**src/rtl/ddr_request_arbiter.sv**
```systemverilog
// rtl/ddr_request_arbiter.sv - two-requester arbiter for the shared DDR command/data port
// Optional ARB_AGING_EN: life-engine wait counter promotes it over display after MAX_WAIT cycles.
`timescale 1ns/1ps
module ddr_request_arbiter #(
  parameter int ADDR_W    = 25,
  parameter int DATA_W    = 32,
  parameter int BURST_LEN = 8,
  parameter int MAX_WAIT  = 64
) (
  input  logic              clk,
  input  logic              rstN,
  input  logic              dispReq,
  input  logic [ADDR_W-1:0] dispAddr,
  output logic              dispGnt,
  output logic              dispRdValid,
  output logic [DATA_W-1:0] dispRdData,
  output logic              dispDone,
  input  logic              lifeReq,
  input  logic              lifeWe,
  input  logic [ADDR_W-1:0] lifeAddr,
  input  logic [DATA_W-1:0] lifeWrData,
  output logic              lifeGnt,
  output logic              lifeWrAck,
  output logic              lifeRdValid,
  output logic [DATA_W-1:0] lifeRdData,
  output logic              lifeDone,
  output logic              memCmdValid,
  input  logic              memCmdReady,
  output logic              memCmdWe,
  output logic [ADDR_W-1:0] memCmdAddr,
  output logic [DATA_W-1:0] memWrData,
  input  logic              memWrReady,
  input  logic              memRdValid,
  input  logic [DATA_W-1:0] memRdData,
  output logic              protoErr
);

  localparam int CNT_W = $clog2(BURST_LEN + 1);

  typedef enum logic [1:0] {
    S_IDLE  = 2'd0,
    S_ISSUE = 2'd1,
    S_DATA  = 2'd2,
    S_DONE  = 2'd3
  } state_t;

  state_t            r_state;
  state_t            w_state_nxt;
  logic              r_owner;
  logic              r_we;
  logic [ADDR_W-1:0] r_addr;
  logic [CNT_W-1:0]  r_beat;
  logic              r_gnt_disp;
  logic              r_gnt_life;
  logic              r_proto_err;

  logic w_rd_phase;
  logic w_wr_phase;
  logic w_beat;
  logic w_last;
  logic w_any_req;
  logic w_pick_life;
  logic w_aged;

  assign w_rd_phase  = (r_state == S_DATA) && !r_we;
  assign w_wr_phase  = (r_state == S_DATA) && r_we;
  assign w_beat      = (w_rd_phase && memRdValid) || (w_wr_phase && memWrReady);
  assign w_last      = w_beat && (r_beat == CNT_W'(BURST_LEN - 1));
  assign w_any_req   = dispReq || lifeReq;
  assign w_pick_life = lifeReq && (!dispReq || w_aged);

`ifdef ARB_AGING_EN
  localparam int WAIT_W = $clog2(MAX_WAIT + 1);
  logic [WAIT_W-1:0] r_wait;

  assign w_aged = (r_wait == WAIT_W'(MAX_WAIT));

  always_ff @(posedge clk or negedge rstN) begin
    if (!rstN) begin
      r_wait <= '0;
    end else if (r_gnt_life) begin
      r_wait <= '0;
    end else if (lifeReq && !w_aged) begin
      r_wait <= r_wait + WAIT_W'(1);
    end
  end
`else
  // Strict display priority: MAX_WAIT only matters in the aging build.
  assign w_aged = (MAX_WAIT < 0);
`endif

  always_comb begin
    w_state_nxt = r_state;
    case (r_state)
      S_IDLE:  if (w_any_req) w_state_nxt = S_ISSUE;
      S_ISSUE: if (memCmdReady) w_state_nxt = S_DATA;
      S_DATA:  if (w_last) w_state_nxt = S_DONE;
      S_DONE:  w_state_nxt = S_IDLE;
      default: w_state_nxt = S_IDLE;
    endcase
  end

  always_ff @(posedge clk or negedge rstN) begin
    if (!rstN) begin
      r_state     <= S_IDLE;
      r_owner     <= 1'b0;
      r_we        <= 1'b0;
      r_addr      <= '0;
      r_beat      <= '0;
      r_gnt_disp  <= 1'b0;
      r_gnt_life  <= 1'b0;
      r_proto_err <= 1'b0;
    end else begin
      r_state    <= w_state_nxt;
      r_gnt_disp <= 1'b0;
      r_gnt_life <= 1'b0;
      if ((r_state == S_IDLE) && w_any_req) begin
        r_owner    <= w_pick_life;
        r_we       <= w_pick_life && lifeWe;
        r_addr     <= w_pick_life ? lifeAddr : dispAddr;
        r_gnt_disp <= !w_pick_life;
        r_gnt_life <= w_pick_life;
      end
      if (r_state != S_DATA) begin
        r_beat <= '0;
      end else if (w_beat) begin
        r_beat <= r_beat + CNT_W'(1);
      end
      // Strobes that do not match the current burst direction are never counted.
      if ((memRdValid && !w_rd_phase) || (memWrReady && !w_wr_phase)) begin
        r_proto_err <= 1'b1;
      end
    end
  end

  assign dispGnt     = r_gnt_disp;
  assign lifeGnt     = r_gnt_life;
  assign dispRdValid = w_rd_phase && !r_owner && memRdValid;
  assign lifeRdValid = w_rd_phase && r_owner && memRdValid;
  assign dispRdData  = dispRdValid ? memRdData : '0;
  assign lifeRdData  = lifeRdValid ? memRdData : '0;
  assign lifeWrAck   = w_wr_phase && memWrReady;
  assign memWrData   = w_wr_phase ? lifeWrData : '0;
  assign dispDone    = (r_state == S_DONE) && !r_owner;
  assign lifeDone    = (r_state == S_DONE) && r_owner;
  assign memCmdValid = (r_state == S_ISSUE);
  assign memCmdWe    = memCmdValid && r_we;
  assign memCmdAddr  = memCmdValid ? r_addr : '0;
  assign protoErr    = r_proto_err;

endmodule

```
**config.mk**
```make
export PLATFORM = sky130hd
export DESIGN_NAME = ddr_request_arbiter
export DESIGN_NICKNAME = d
export VERILOG_FILES = /design/src/rtl/ddr_request_arbiter.sv
export SDC_FILE = /design/constraint.sdc
export NUM_CORES = 1
export LEC_CHECK = 0
export ABC_CLOCK_PERIOD_IN_PS = 5900
export CAP_MARGIN = 20
export CORE_MARGIN = 5
export CORE_UTILIZATION = 32
export DETAILED_ROUTE_END_ITERATION = 16
export MAX_ROUTING_LAYER = met4
export PLACE_DENSITY_LB_ADDON = 0.15
export SLEW_MARGIN = 20
export SYNTH_ARGS = -nofsm -noshare
export SYNTH_HDL_FRONTEND = slang
export SYNTH_SLANG_ARGS = --single-unit
```
**constraint.sdc**
```tcl
create_clock -name clk -period 5.9 [get_ports clk]
set_clock_uncertainty 0.15 [all_clocks]
set_input_delay 1.77 -clock clk [delete_from_list [all_inputs] [get_ports clk]]
set_output_delay 1.77 -clock clk [all_outputs]
set_load 0.02 [all_outputs]
```
-- Word level (Yosys, flattened, before mapping)
Index checks and enable logic that the tools add are counted.
- logic and storage cells: 59
- output and inout bits: 131
- input port bits: 122
- bits in registers: 36
- reduce and logical (&&, ||, !) cells: 29
- mux-type cells: 13
- eq/ne operators: 8
- $add $sub $neg: 1
- operators with widths (kind ; count):
    $mux 32 ; 3
    $mux 25 ; 2
    $logic_and 1x1->1 ; 17
    $mux 4 ; 2
    $pmux 2 s4 ; 1
    $logic_not 1->1 ; 6
    $mux 2 ; 3
    $ne 2x2->1 const B ; 3
    $add 4x1->4 const B ; 1
    $eq 2x2->1 const B ; 2
    $eq 4x3->1 const B ; 1
    $logic_or 1x1->1 ; 3
    $reduce_and 3->1 ; 1
    $eq 2x1->1 const B ; 1
    $logic_not 2->1 ; 1
    $mux 1 ; 2
    $ne 2x1->1 const B ; 1
    $reduce_bool 2->1 ; 1

-- Logic depth before layout (Yosys ltp)
Gate-level depths: netlist of the first run.
- depth after elaboration: 7
- mapped depth: 7
- mapped depth without buffers: 6

-- Worst setup path before layout of the first run
No wires, ideal clock.
- path type: input to output
- from: input port memRdValid
- to: output port dispRdData[22]
- path slack: 1.493 ns
- path buffers: 1
- cell stages on the path: 4
- data arrival time: 2.487 ns
- required time: 3.980 ns
- path through: nand2_1 -> nor2_1 -> buf_2 -> and2_1
- cells in the longest elaborated chain, start to end: 2
- RTL lines (item ; line ; source):
    from (decl) ; 33 ; input logic memRdValid,
    $logic_and 1x1->1 ; 138 ; assign dispRdValid = w_rd_phase && !r_owner && memRdValid;
    net dispRdValid ; 15 ; output logic dispRdValid,
    $mux 32 ; 140 ; assign dispRdData = dispRdValid ? memRdData : '0;
    to (decl) ; 16 ; output logic [DATA_W-1:0] dispRdData,
The timed path passes the listed nets, and every way through them passes these cells.

-- Final worst setup path of the first run
- from: input port memRdValid
- to: output port lifeRdData[21]
- cells in the longest elaborated chain, start to end: 2
- RTL lines (item ; line ; source):
    $logic_and 1x1->1 ; 139 ; assign lifeRdValid = w_rd_phase && r_owner && memRdValid;
    $mux 32 ; 141 ; assign lifeRdData = lifeRdValid ? memRdData : '0;
    to (decl) ; 25 ; output logic [DATA_W-1:0] lifeRdData,
No other way between the ends.

==> results of run 1 <==
## synthesized netlist by cell type
library cell | number | share of area, %
nand2_1 | 30 | 4.4
nor3_1 | 1 | 0.20
o21bai_1 | 1 | 0.30
a22o_1 | 1 | 0.34
buf_6 | 1 | 0.44
a221o_1 | 1 | 0.39
inv_1 | 3 | 0.44
mux2_2 | 1 | 0.44
buf_2 | 6 | 1.2
dfrtp_1 | 36 | 35
xnor2_1 | 3 | 1.0
o31ai_4 | 1 | 0.84
o21ai_0 | 24 | 4.7
clkbuf_1 | 20 | 3.0
nor2b_1 | 4 | 0.98
ha_1 | 5 | 2.5
a31o_1 | 1 | 0.34
and2_1 | 96 | 24
a21boi_0 | 1 | 0.30
nor2_1 | 4 | 0.59
and3_1 | 34 | 8.4
o21ai_2 | 1 | 0.34
nand4_1 | 1 | 0.25
nand3_1 | 1 | 0.20
a21oi_1 | 6 | 1.2
a22oi_1 | 24 | 7.1
and2b_1 | 1 | 0.30
nand2b_1 | 1 | 0.25
mux2i_2 | 1 | 0.54
## cell usage in the layout (no fill, tap or decap), types with 2 or more instances in the layout
master,instances
a21oi_1,6
a22oi_1,24
and2_1,96
and3_1,34
buf_4,6
clkbuf_1,2
clkbuf_8,6
clkdlybuf4s50_1,251
dfrtp_1,36
ha_1,5
inv_1,3
nand2_1,30
nor2_1,4
nor2b_1,3
o21ai_0,24
xnor2_1,3
## through the flow
stage | utilization [%] | worst slack [ns] | area [sq um]
floorplan | - | 1.49 | 2540
global placement | 66.2 | 0.403 | 5120
detailed placement | 66.2 | 0.390 | 5120
CTS | 67.4 | 0.383 | 5210
global route | 67.4 | 0.276 | 5210
finish | 67.4 | 0.416 | 5210
## logic make-up after synthesis
kind of cell             share of synthesized area (%)
AND/OR/NAND/NOR                                   39.2
AO/OA/AOI/OAI                                     15.9
flip-flops                                        35.5
buffers and inverters                             5.02
adder cells (fa/ha/maj)                           2.46
XOR/XNOR                                          1.03
multiplexers                                     0.985
## metal layers
metal  up-vias  part of all wire [%]  wire length, um
met2       146                    50             5520
met1      1344                    40             4400
met3        16                   8.5              944
met5         -                     0                0
li1       1526                     -                -
met4         0                   2.0              222
## critical path, cell delays in order
cell and delay, ns:
clkdlybuf4s50_1 0.55, and3_1 0.21, buf_4 0.24, and2_1 0.15
clkdlybuf4s50_1 0.64
## worst paths after layout
check                      depth (start not counted)  slack [ns]                      to                   start
setup / recovery                                   5        0.42          lifeRdData[21]              memRdValid
hold / removal                                     2        0.32  r_addr[22]$_DFFE_PN0P_  r_addr[22]$_DFFE_PN0P_
setup reg to reg                                   5        3.74  r_state[1]$_DFFE_PN0P_  r_state[1]$_DFFE_PN0P_
hold reg to reg                                    2        0.32  r_addr[22]$_DFFE_PN0P_  r_addr[22]$_DFFE_PN0P_
max in group asynchronous                          1        3.67  r_addr[10]$_DFFE_PN0P_                    rstN
min in group asynchronous                          1        1.42  r_addr[16]$_DFFE_PN0P_                    rstN
## report_power, final
part	internal, mW	switching (mW)
Combinational	0.453	0.523
Clock	0.0952	0.0827
Sequential	0.351	0.0534
Total	0.899	0.660
## flip-flops by register name, summed over array words and instances, names as in the netlist
name      cells
r_state       2
protoErr      1
lifeGnt       1
dispGnt       1
r_we          1
r_owner       1
r_beat        4
r_addr       25
## layout make-up
cell class                 count  area [sq um]
sequential                    36           901
fill                         661          2520
clock buffer                   8          90.1
timing repair buffer         258          2560
tap                          102           128
inverter                       3          11.3
multi-input combinational    244          1520
==> impl_metrics.tcl, run 1 <==
set metrics [dict create \
    rsz0062_at_grt "false" \
    cts_made_buffers 5 \
    synth_seq_cells 36 \
    cp.required_ns 3.98 \
    cts_resized 0 \
    max_slew.worst_pin.slew_ns 1.03 \
    syn_avg_cell_area_sq_um 8.20 \
    dr.pass1.iters 4 \
    area_growth_pct 105 \
    final.period_utilization_pct 93.0 \
    synthesis.instances 310 \
    port_buffers 252 \
    crit_path_max_fanout 25 \
    crit_type "in2out" \
    power_mw 1.56 \
    clockBufferDepth 2 \
    max_freq_ghz 0.182 \
    grt_overflow 0 \
    yosysWarnings 0 \
    grtUsageMet3_pct 5.61 \
    rows 32 \
    grt_pass1_vias 2959 \
    start_kind "input pin" \
    drtIter0Drc 81 \
    viasPerCell 4.66 \
    ioPinCount 253 \
    die_h_um 99.1 \
    hold_viol 0 \
    final-max-slew-violation-count 0 \
    antenna_cells 0 \
    grt_first_pass_wirelength_um 16700 \
    coreArea_sq_um 7730 \
    clock-root-buffer "clkbuf_8" \
    grt_use_met2_pct 38.1 \
    antenna_found_initial 0 \
    grt.busiest_layer "met2" \
    holdCritPathClass "reg2reg" \
    ir_drop_mv 0.172 \
    setup_tns_ns 0 \
    holdWs_ns 0.324 \
    nNetsFinal 675 \
    dieArea_sq_um 9820 \
    ys_seq_area_share_pct 35.5 \
    cts_tree "built" \
    cp-end-kind "output pin" \
    arrival_ns 3.56 \
    htreeDepth 2 \
    synth.distinct_cells 29 \
    final_cells 651 \
    wl_um 11100 \
    wl_per_cell_um 17.0 \
    synth_nets 437 \
    initial_utilization_pct 32.9 \
    drive_gt1_share_pct 3.28 \
    clk_latency_ns 0.29 \
    dp.cells 643 \
    ant_nets 0 \
    relSlewSlack_pct 31.4 \
    num_vias 3032 \
    grt.met1_usage_pct 25.2 \
    grt_usage_pct 21.9 \
    drc 0 \
    power.density_nw_per_um2 299 \
    setup_violations 0 \
    run_status "finished, final reports clean" \
    syn_area_sq_um 2540 \
    cts_setup_buffers 0 \
    drv_cap 0 \
    grt_max_degree 42 \
    power_leakage_nw 2.20 \
    place_congestion 0.968 \
    die_x_um 99.1 \
    cts_sinks 36 \
    clk_pin_slew_ns 0.06 \
    hpwl_um 8970 \
    min_period_ns 5.48 \
    holdBufCountCts 0 \
]
Power figures use the tool's default switching activity.
==> inputs of run 2 (changes only) <==
- GPL_TIMING_DRIVEN: default -> 0
==> run 2 against run 1 <==
  * Combinational power hardly changed
  * First-iteration DRC count rose by 19%
  * Global-route usage up 0.44 points
  * Critical path depth grew 1
  * Routed wire length grew 0.96%
  * Largest power group unchanged
  * Clock-buffer cell count decreased by 2
  * Sequential share of layout area decreased by 0.32 points
  * Sequential power about the same
==> impl_metrics.tcl, run 2 (synthesis gave the netlist of run 1 again) <==
set metrics [dict create \
    grt_first_pass_wirelength_um 16900 \
    hold_viol 0 \
    clk_latency_ns 0.29 \
    crit_family "buffers and inverters" \
    drtIter0Drc 96 \
    die_h_um 99.1 \
    initial_utilization_pct 32.9 \
    coreArea_sq_um 7730 \
    cp-end-kind "output pin" \
    crit_path_max_fanout 10 \
    viasPerCell 4.64 \
    final_cells 673 \
    max_freq_ghz 0.175 \
    wl_um 11200 \
    antenna_found_initial 0 \
    fillers 642 \
    rows 32 \
    cts_sinks 36 \
    area_growth_pct 109 \
    stdcell_area_sq_um 5310 \
    largest_reg_flops 25 \
    ir_drop_mv 0.170 \
    grt_pass1_vias 3088 \
    cts_setup_buffers 0 \
    holdCritPathClass "reg2reg" \
    dieArea_sq_um 9820 \
    clockBufferDepth 2 \
    clock-root-buffer "clkbuf_8" \
    setup_violations 0 \
    htreeDepth 2 \
    layout_common_cells "251 x clkdlybuf4s50_1, 96 x and2_1, 36 x dfrtp_1, 34 x and3_1, 30 x nand2_1" \
    run_status "finished, final reports clean" \
    cts_made_buffers 5 \
    ant_nets 0 \
    power_mw 1.59 \
    final.period_utilization_pct 96.7 \
    cp_slowest_cell "clkdlybuf4s50_1" \
    ioPinCount 253 \
    critPathBufInv 3 \
    drc 0 \
    arrival_ns 3.79 \
    clk_pin_slew_ns 0.07 \
    final-max-slew-violation-count 0 \
    num_vias 3124 \
    drv_cap 0 \
    start_kind "input pin" \
    reg_top3 "r_addr (25), r_beat (4), r_state (2)" \
    holdWs_ns 0.323 \
    crit_path_frequent_cell "clkdlybuf4s50_1" \
    setup_tns_ns 0 \
    relSlewSlack_pct 69.7 \
    grt_overflow 0 \
    layout_commonest_cell "clkdlybuf4s50_1" \
    cp.required_ns 3.98 \
    max_slew.worst_pin.slew_ns 0.455 \
    drive_gt1_share_pct 3.85 \
    dr.pass1.iters 4 \
    grt_usage_pct 22.3 \
    crit_type "in2out" \
    nNetsFinal 697 \
    wl_per_cell_um 16.6 \
    grt_max_degree 31 \
    place_area_sq_um 5210 \
    crit_chain "clkdlybuf4s50_1 -> nand2_1 -> nor2_1 -> clkbuf_1 -> and2_1 -> clkdlybuf4s50_1" \
    port_buffers 252 \
    min_period_ns 5.71 \
    slowest_delay_ns 0.63 \
    regMostFlops "r_addr" \
    power_leakage_nw 2.24 \
    power.density_nw_per_um2 300 \
    dp.cells 665 \
    hpwl_um 9380 \
    place_congestion 0.943 \
    die_x_um 99.1 \
    rsz0062_at_grt "false" \
    cts_tree "built" \
    antenna_cells 0 \
]
run 2: changes by cell type in the layout (fill, tap and decap cells not counted), sizes merged:
cell / previous run / this run
buf: 7 / 9
clkbuf: 8 / 26
clkinvlp: 0 / 2
run 2: power breakdown:
group          internal, mW  switching [mW]  total (mW)
clock                0.0945          0.0920       0.186
sequential            0.350          0.0544       0.405
combinational         0.469           0.531        1.00
total                 0.913           0.678        1.59
run 2: final cells by class:
| class | count | area [sq um] | area share (%) |
|---|---|---|---|
| flip-flops and latches | 36 | 901 | 17.0 |
| well taps | 102 | 128 | 2.41 |
| clock inverters | 2 | 15.0 | 0.283 |
| repair buffers | 253 | 2540 | 47.8 |
| inverters | 3 | 11.3 | 0.212 |
| plain buffers | 27 | 118 | 2.22 |
| multi-input cells | 244 | 1510 | 28.5 |
| clock buffers | 6 | 82.6 | 1.56 |
run 2: path summary, 6_finish.rpt:
| kind | from | to | slack [ns] | cells after the start |
|---|---|---|---|---|
| worst max-delay path | memRdValid | dispRdData[4] | 0.19 | 6 |
| worst min-delay path | protoErr$_DFFE_PN0P_ | protoErr$_DFFE_PN0P_ | 0.32 | 1 |
| worst max register to register | r_state[1]$_DFFE_PN0P_ | r_addr[22]$_DFFE_PN0P_ | 4.05 | 7 |
| worst min register to register | protoErr$_DFFE_PN0P_ | protoErr$_DFFE_PN0P_ | 0.32 | 1 |
| max in group asynchronous | rstN | r_addr[2]$_DFFE_PN0P_ | 4.02 | 2 |
| min in group asynchronous | rstN | r_addr[17]$_DFFE_PN0P_ | 1.16 | 1 |
run 2: worst register-to-register path, cell delays in order (launching register included):
cell and delay [ns]:
dfrtp_1 0.40, inv_1 0.11, ha_1 0.15, clkbuf_1 0.27
o21ai_2 0.19, clkbuf_1 0.26, nand2_1 0.12, o21ai_0 0.09
run 2: per-stage QoR:
step / util (%) / worst slack (ns)
after CTS: 68.6 / 0.184
after floorplan: - / 1.49
after detailed placement: 67.4 / 0.194
final: 68.7 / 0.194
after global routing: 68.7 / 0.0103
after global placement: 67.2 / 0.202
run 2: timing repair:
item,4_1_cts,5_1_grt
gates resized for setup,0,2
hold buffers,0,0
setup endpoints to repair,0,10
run 2: layer usage:
layer	global-route usage [%]	routed length [um]	up-vias
met2	38.5	5560	147
met4	6.09	196	0
met1	25.8	4500	1397
li1	-	-	1566
met3	5.61	936	14
met5	-	0	-
